### config.mk
export PLATFORM = sky130hd
export DESIGN_NAME = alu_responder
export DESIGN_NICKNAME = d
export VERILOG_FILES = /design/src/rtl/alu_responder.sv
export SDC_FILE = /design/constraint.sdc
export NUM_CORES = 1
export LEC_CHECK = 0
export CAP_MARGIN = 40
export CORE_MARGIN = 4
export CORE_UTILIZATION = 45
export CTS_CLUSTER_SIZE = 8
export DETAILED_ROUTE_END_ITERATION = 7
export DONT_BUFFER_PORTS = 1
export RECOVER_POWER = 25
export SLEW_MARGIN = 20
export SYNTH_ARGS = -nofsm -noshare
export SYNTH_HDL_FRONTEND = slang
export SYNTH_SLANG_ARGS = --single-unit
### constraint.sdc
create_clock -name clk -period 3.1 [get_ports clk]
set_input_delay 0.155 -clock clk [delete_from_list [all_inputs] [get_ports clk]]
set_output_delay 0.155 -clock clk [all_outputs]
set_load 0.05 [all_outputs]
### src/rtl/alu_responder.sv
// alu_responder: responder end of the controller/ALU operand interface.
// Accepts (a, b, op) on a valid/ready request handshake and returns
// (result, flag) on a valid/ready response handshake. Single-cycle ops
// answer one cycle after acceptance; MUL iterates shift-add over WIDTH cycles.
// Optional feature macro: ALU_RESPONDER_OPCOUNT_EN adds a saturating 8-bit
// response-handshake counter on output op_count.
module alu_responder #(
    parameter int WIDTH = 7,
    parameter int CNT_W = 3
) (
    input  logic             clk,
    input  logic             reset,
    input  logic             req_valid,
    output logic             req_ready,
    input  logic [WIDTH-1:0] a,
    input  logic [WIDTH-1:0] b,
    input  logic [2:0]       op,
    output logic             rsp_valid,
    input  logic             rsp_ready,
    output logic [WIDTH-1:0] result,
    output logic             flag,
`ifdef ALU_RESPONDER_OPCOUNT_EN
    output logic [7:0]       op_count,
`endif
    output logic             busy
);

    typedef enum logic [1:0] {
        IDLE = 2'd0,
        EXEC = 2'd1,
        DONE = 2'd2
    } state_t;

    localparam logic [2:0] OP_ADD = 3'd0;
    localparam logic [2:0] OP_SUB = 3'd1;
    localparam logic [2:0] OP_AND = 3'd2;
    localparam logic [2:0] OP_OR  = 3'd3;
    localparam logic [2:0] OP_XOR = 3'd4;
    localparam logic [2:0] OP_NOT = 3'd5;
    localparam logic [2:0] OP_MUL = 3'd6;
    localparam logic [2:0] OP_SHL = 3'd7;

    localparam int AW = 2 * WIDTH;      // full product width
    localparam int SW = 2 * WIDTH + 8;  // room for a shift of up to 7
    localparam logic [CNT_W-1:0] CNT_LAST = CNT_W'(WIDTH - 1);

    state_t           state_r, state_nxt_s;
    logic [WIDTH-1:0] a_r, a_nxt_s;
    logic [WIDTH-1:0] b_r, b_nxt_s;
    logic [2:0]       op_r, op_nxt_s;
    logic [AW-1:0]    acc_r, acc_nxt_s;
    logic [CNT_W-1:0] cnt_r, cnt_nxt_s;
    logic [WIDTH-1:0] result_r, result_nxt_s;
    logic             flag_r, flag_nxt_s;
    logic             rsp_valid_r, rsp_valid_nxt_s;
    logic             busy_r;

    logic [WIDTH:0]   sum_s;
    logic [SW-1:0]    shl_s;
    logic [WIDTH-1:0] alu_res_s;
    logic             alu_flag_s;
    logic [AW-1:0]    addend_s;
    logic [AW-1:0]    acc_sum_s;

    function automatic logic is_zero(input logic [WIDTH-1:0] v);
        return (v == {WIDTH{1'b0}});
    endfunction

    // Single-cycle ALU evaluated on the operands presented in the accept cycle
    always_comb begin
        sum_s      = {1'b0, a} + {1'b0, b};
        shl_s      = SW'(a) << b[2:0];
        alu_res_s  = {WIDTH{1'b0}};
        alu_flag_s = 1'b0;
        case (op)
            OP_ADD: begin
                alu_res_s  = sum_s[WIDTH-1:0];
                alu_flag_s = sum_s[WIDTH];
            end
            OP_SUB: begin
                alu_res_s  = a - b;
                alu_flag_s = (a < b);
            end
            OP_AND: begin
                alu_res_s  = a & b;
                alu_flag_s = is_zero(a & b);
            end
            OP_OR: begin
                alu_res_s  = a | b;
                alu_flag_s = is_zero(a | b);
            end
            OP_XOR: begin
                alu_res_s  = a ^ b;
                alu_flag_s = is_zero(a ^ b);
            end
            OP_NOT: begin
                alu_res_s  = ~a;
                alu_flag_s = is_zero(~a);
            end
            OP_SHL: begin
                alu_res_s  = shl_s[WIDTH-1:0];
                alu_flag_s = |shl_s[SW-1:WIDTH];
            end
            default: begin
                alu_res_s  = {WIDTH{1'b0}};
                alu_flag_s = 1'b0;
            end
        endcase
    end

    // One shift-add multiply step from the latched operands
    always_comb begin
        if (b_r[cnt_r]) begin
            addend_s = AW'(a_r) << cnt_r;
        end else begin
            addend_s = {AW{1'b0}};
        end
        acc_sum_s = acc_r + addend_s;
    end

    // Next-state and next-datapath logic for the request/response FSM
    always_comb begin
        state_nxt_s     = state_r;
        a_nxt_s         = a_r;
        b_nxt_s         = b_r;
        op_nxt_s        = op_r;
        acc_nxt_s       = acc_r;
        cnt_nxt_s       = cnt_r;
        result_nxt_s    = result_r;
        flag_nxt_s      = flag_r;
        rsp_valid_nxt_s = rsp_valid_r;
        case (state_r)
            IDLE: begin
                if (req_valid) begin
                    a_nxt_s  = a;
                    b_nxt_s  = b;
                    op_nxt_s = op;
                    if (op == OP_MUL) begin
                        acc_nxt_s   = {AW{1'b0}};
                        cnt_nxt_s   = {CNT_W{1'b0}};
                        state_nxt_s = EXEC;
                    end else begin
                        result_nxt_s    = alu_res_s;
                        flag_nxt_s      = alu_flag_s;
                        rsp_valid_nxt_s = 1'b1;
                        state_nxt_s     = DONE;
                    end
                end else begin
                    state_nxt_s = IDLE;
                end
            end
            EXEC: begin
                if (op_r == OP_MUL) begin
                    acc_nxt_s = acc_sum_s;
                    cnt_nxt_s = cnt_r + CNT_W'(1'b1);
                    if (cnt_r == CNT_LAST) begin
                        result_nxt_s    = acc_sum_s[WIDTH-1:0];
                        flag_nxt_s      = |acc_sum_s[AW-1:WIDTH];
                        rsp_valid_nxt_s = 1'b1;
                        state_nxt_s     = DONE;
                    end else begin
                        state_nxt_s = EXEC;
                    end
                end else begin
                    // Only MUL may iterate; anything else is abandoned
                    state_nxt_s = IDLE;
                end
            end
            DONE: begin
                if (rsp_ready) begin
                    rsp_valid_nxt_s = 1'b0;
                    state_nxt_s     = IDLE;
                end else begin
                    state_nxt_s = DONE;
                end
            end
            default: begin
                rsp_valid_nxt_s = 1'b0;
                state_nxt_s     = IDLE;
            end
        endcase
    end

    // State, operand and output registers with synchronous reset
    always_ff @(posedge clk) begin
        if (reset) begin
            state_r     <= IDLE;
            a_r         <= {WIDTH{1'b0}};
            b_r         <= {WIDTH{1'b0}};
            op_r        <= 3'd0;
            acc_r       <= {AW{1'b0}};
            cnt_r       <= {CNT_W{1'b0}};
            result_r    <= {WIDTH{1'b0}};
            flag_r      <= 1'b0;
            rsp_valid_r <= 1'b0;
            busy_r      <= 1'b0;
        end else begin
            state_r     <= state_nxt_s;
            a_r         <= a_nxt_s;
            b_r         <= b_nxt_s;
            op_r        <= op_nxt_s;
            acc_r       <= acc_nxt_s;
            cnt_r       <= cnt_nxt_s;
            result_r    <= result_nxt_s;
            flag_r      <= flag_nxt_s;
            rsp_valid_r <= rsp_valid_nxt_s;
            busy_r      <= (state_nxt_s != IDLE);
        end
    end

`ifdef ALU_RESPONDER_OPCOUNT_EN
    logic [7:0] op_count_r;

    // Saturating count of completed response handshakes
    always_ff @(posedge clk) begin
        if (reset) begin
            op_count_r <= 8'd0;
        end else if (rsp_valid_r && rsp_ready && (op_count_r != 8'd255)) begin
            op_count_r <= op_count_r + 8'd1;
        end else begin
            op_count_r <= op_count_r;
        end
    end

    assign op_count = op_count_r;
`endif

    // req_ready is withheld while reset is asserted even if already in IDLE
    assign req_ready = (state_r == IDLE) && !reset;
    assign rsp_valid = rsp_valid_r;
    assign result    = result_r;
    assign flag      = flag_r;
    assign busy      = busy_r;

endmodule

After elaboration in Yosys (flattened, before gate mapping)
Cells that the tools add are included.
{"block": "totals", "wordCells": 90, "input_bits": 21, "regBits": 46, "out_inout_bits": 11}
{"block": "classes", "n_eq_ne": 17, "reduce_logical": 16, "n_bitwise": 4, "shift": 2, "muxes": 35, "n_addsub": 4, "n_lt_le_gt_ge": 2}
{"cell": "$mux 14", "count": 4}
{"cell": "$pmux 7 s7", "count": 1}
{"cell": "$logic_not 7->1", "count": 4}
{"cell": "$mux 7", "count": 4}
{"cell": "$pmux 14 s2", "count": 1}
{"cell": "$shl 7x3->22", "count": 1}
{"cell": "$eq 3x3->1 const B", "count": 6}
{"cell": "$reduce_or 15->1", "count": 1}
{"cell": "$add 14x14->14", "count": 1}
{"cell": "$pmux 7 s2", "count": 1}
{"cell": "$shl 7x3->14", "count": 1}
{"cell": "$ne 2x2->1 const B", "count": 6}
{"cell": "$mux 1", "count": 10}
{"cell": "$mux 2", "count": 5}
{"cell": "$reduce_and 5->1", "count": 2}
{"cell": "$mux 3", "count": 3}
{"cell": "$add 7x7->8", "count": 1}
{"cell": "$and 7x7->7", "count": 1}
{"cell": "$lt 7x7->1", "count": 1}
{"cell": "$not 7->7", "count": 1}
{"cell": "$or 7x7->7", "count": 1}
{"cell": "$pmux 1 s7", "count": 1}
{"cell": "$reduce_or 7->1", "count": 1}
{"cell": "$sub 7x7->7", "count": 1}
{"cell": "19 further kinds", "count": 21}

Depth between registers and ports, before layout
{"block": "logic_depth", "word_depth": 8, "depth_mapped": 17}

Worst setup path before layout
No wires, ideal clock.
{"block": "synth_path", "kind": "register -> register", "from": "register cnt_r[0]", "to": "register flag_r, in the netlist flag", "required_time_ns": 2.967, "n_path_buf": 3, "slack_ns": -0.195, "path_stages_with_launch": 16, "arrival_time_ns": 3.162, "cell_sequence": "dfxtp_1 > buf_2 > mux4_2 > nand2b_1 > and2_1 > clkbuf_1 > nor2_1 > ha_1 > buf_6 > a211o_1 > a211oi_2 > a21boi_2 > or3_1 > o311ai_2 > o41ai_2 > a211oi_2"}
{"block": "synth_between", "elab_chain_len": 8, "word_cells_on_any_way": 12}
{"element": "start, declared", "line": "52", "text": "logic [CNT_W-1:0] cnt_r, cnt_nxt_s;"}
{"element": "start signal, assigned", "line": "192", "text": "cnt_r <= {CNT_W{1'b0}};"}
{"element": "start signal, assigned", "line": "203", "text": "cnt_r <= cnt_nxt_s;"}
{"element": "$bmux 1 s3", "line": "113", "text": "if (b_r[cnt_r]) begin"}
{"element": "$mux 1 (implied by the code)", "line": "113"}
{"element": "$mux 14", "line": "113"}
{"element": "$add 14x14->14", "line": "118", "text": "acc_sum_s = acc_r + addend_s;"}
{"element": "$reduce_or 7->1", "line": "158", "text": "flag_nxt_s = |acc_sum_s[AW-1:WIDTH];"}
{"element": "$mux 1", "line": "156", "text": "if (cnt_r == CNT_LAST) begin"}
{"element": "$mux 1", "line": "153", "text": "if (op_r == OP_MUL) begin"}
{"element": "$pmux 1 s2", "line": "132", "text": "case (state_r)"}
{"element": "end signal, assigned", "line": "205", "text": "flag_r <= flag_nxt_s;"}
{"element": "end, declared", "line": "54", "text": "logic flag_r, flag_nxt_s;"}
Several ways; a longest one is shown, not always the timed one. The select of a mux whose other input is x is not followed.
A chain may end at the register's enable or synchronous reset.

Worst setup path in the final report
Same ends and word-level chain as after synthesis.

==> flow_summary.json <==
{
  "ys_top_cells_by_count": "nand2_1 (69), nor2_1 (68), a21oi_1 (62), dfxtp_1 (46), ha_1 (37)",
  "top_usage_layer": "met2",
  "p_leak_nw": 2.08,
  "whs_ps": 1.95,
  "use_met3_pct": 4.90,
  "first_pass_iters": 5,
  "grtUsageTotal_pct": 23.6,
  "globalplace.congestion": 0.923,
  "hpwlAfterDp_um": 9910,
  "clkSinkCount": 46,
  "port_buffers": 0,
  "dieArea_um2": 11100,
  "overflow": 0,
  "r2r_slack_ps": -110,
  "die_x_um": 105,
  "seq_area_frac_synth_pct": 21.6,
  "syn_area_um2": 4260,
  "areaGrowthSynthToFinish_pct": 21.6,
  "grt_use_met1_pct": 32.8,
  "fin_crit_sh_pct": 103,
  "start_util_pct": 46.1,
  "core_area_um2": 9240,
  "wl_per_cell_um": 17.9,
  "drv_slew": 0,
  "cts.htree.levels": 2,
  "ys.warnings.count": 0,
  "grt_pass1_wl_um": 21500,
  "ir_drop_mv": 0.185,
  "layout_setup_ws_ps": -107,
  "syn_nets": 637,
  "violations": "negative setup slack",
  "syn_avg_cell_area_um2": 7.39,
  "ys_dominant_reg_cell": "dfxtp_1",
  "drt-total-wl_um": 13300,
  "viasPerCell": 5.90,
  "clock_latency_ps": 300,
  "maxSlewHeadroom_pct": 59.3,
  "arrival_ps": 3380,
  "antenna_found_initial": 0,
  "row_count": 35,
  "ant_nets": 0,
  "rr_startpoint": "cnt_r[0]",
  "holdPathStages": 2,
  "synthArstFlopShare_pct": 0,
  "grtUsageMet2_pct": 37.4,
  "outcome": "finished with violations",
  "synth_area_leaders": "dfxtp_1 (22%), ha_1 (11%), a21oi_1 (7.3%), nand2_1 (6.1%), nor2_1 (6.0%)",
  "ios": 32,
  "first_iter_violations": 348,
  "place_ws_ps": -189,
  "grt_max_degree": 45,
  "grt_pass1_vias": 4176,
  "max_freq_mhz": 312,
  "num_antenna_cells": 0,
  "critical_path_class": "register to register",
  "yosysMostFrequentCell": "nand2_1",
  "fin_skew_ps": 5.26,
  "maxCapViolCount": 0,
  "drive_gt1_share_pct": 18.7,
  "p_per_area_nw_per_um2": 291,
  "drc": 0,
  "tightestPinTransition_ps": 606,
  "yosys.area.top_type": "dfxtp_1",
  "path_max_fanout": 4,
  "hold_path.startpoint": "a[3]",
  "vias": 4381,
  "required_ps": 3270,
  "start_kind": "register",
  "cts_tree": "done",
  "synth-edff-count": 0,
  "cp-end-kind": "register",
  "die_h_um": 105,
  "post-route-min-period_ps": 3210,
  "min_to": "a_r[3]",
  "synthCells": 576,
  "cts.path.max_buffers": 2,
  "setup_viol": 2,
  "path_clk_slew_ps": 90,
  "synth_cell_type_count": 64,
  "hold_viol_final": 0,
  "n_fill_cell": 874,
  "hp-class": "input port to register",
  "r2r-end": "flag",
  "rsz0062_at_grt": "yes",
  "ys_ff_latch": 46,
  "nNetsFinal": 674,
  "cts-root-buf": "clkbuf_8",
  "tns_ps": -112,
  "reg2regPathDepth": 14,
  "synth_top_area_share_pct": 21.6,
  "cts_buffers": 5
}
per-layer routing:
metal	vias up	wire, um
met4	0	240
met2	159	6150
li1	2149	-
met5	-	0
met1	2053	5920
met3	20	986
worst max path at each step:
stage	startpoint	endpoint
after CTS	cnt_r[0]	flag
after floorplan	cnt_r[0]	flag
after global placement	cnt_r[0]	flag
final	cnt_r[0]	flag
after global routing	cnt_r[0]	flag
after detailed placement	cnt_r[0]	flag
report_power, final:
group          internal [mW]  switching (mW)
Clock                  0.241           0.225
Sequential             0.617          0.0704
Combinational          0.152           0.200
Total                   1.01           0.495
final cells by class:
type                    instances  area (um^2)  share of cell area (%)
well taps                     129          161                    3.12
multi-input cells             465         3320                    64.1
clock buffers                   6         72.6                    1.40
clock inverters                 2         37.5                   0.725
repair buffers                 62          534                    10.3
inverters                      33          124                    2.39
flip-flops and latches         46          928                    17.9
cells by family after synthesis:
kind of cell	share of synthesized area, %
fa+ha+maj	12.3
compound gates	24.9
simple gates	25.5
buf+inv	6.11
flops	21.6
mux	7.93
xor+xnor	1.65
metrics by stage:
| stage | instance area, um^2 | instances | total power [mW] | utilization, % |
|---|---|---|---|---|
| after floorplan | 4260 | 576 | 0.945 | - |
| after global placement | 4580 | 710 | 1.01 | 49.5 |
| after detailed placement | 4590 | 711 | 1.01 | 49.6 |
| after CTS | 4980 | 741 | 1.50 | 53.9 |
| after global routing | 5180 | 743 | 1.57 | 56.0 |
| final | 5180 | 743 | 1.51 | 56.0 |
layout by cell type (no fill, tap or decap), types with 5 or more instances in the layout:
cell type,Yosys,final
a211oi_1,9,7
a21oi_1,62,57
a21oi_2,0,5
a22oi_1,5,5
buf_4,0,42
clkbuf_8,0,5
dfxtp_1,46,44
dlygate4sd3_1,0,13
ha_1,37,30
ha_4,0,6
inv_1,30,29
mux2i_1,18,16
mux4_2,6,6
nand2_1,69,69
nand2b_1,9,8
nand3_1,14,12
nand4_1,8,8
nor2_1,68,61
nor2_2,0,6
nor2b_1,12,11
nor3_1,18,17
nor4_1,6,6
o211ai_1,5,5
o21ai_0,16,14
o21ai_1,6,6
o22ai_1,6,6
or3_1,8,7
sequential cells by signal, summed over array words and instances, names as in the netlist:
| signal | cells |
|---|---|
| rsp_valid | 1 |
| a_r | 7 |
| b_r | 7 |
| result | 7 |
| state_r | 2 |
| flag | 1 |
| op_r | 3 |
| cnt_r | 3 |
| acc_r | 14 |
| busy | 1 |
what timing repair did:
item                       in CTS  in global routing
pin swaps                       9                 23
hold buffers                   14                  0
setup endpoints to repair       4                  7
resized for setup              21                 39
setup buffers                   8                  2
hold endpoints to repair       44                  0
cloned                          0                  0
worst max-delay path, cell delays in order, from the launching register on:
cell       delay [ps]
dfxtp_4           370
mux4_2            530
nand2b_4          100
buf_6             100
buf_4             100
nor2_1             60
ha_1              310
buf_4             130
nand3_2           100
o2111ai_4         300
a21boi_4          100
nor2_1            190
o311ai_4          130
o41ai_2           410
a211oi_2          120
No activity file was read; power rests on OpenSTA's default activity.
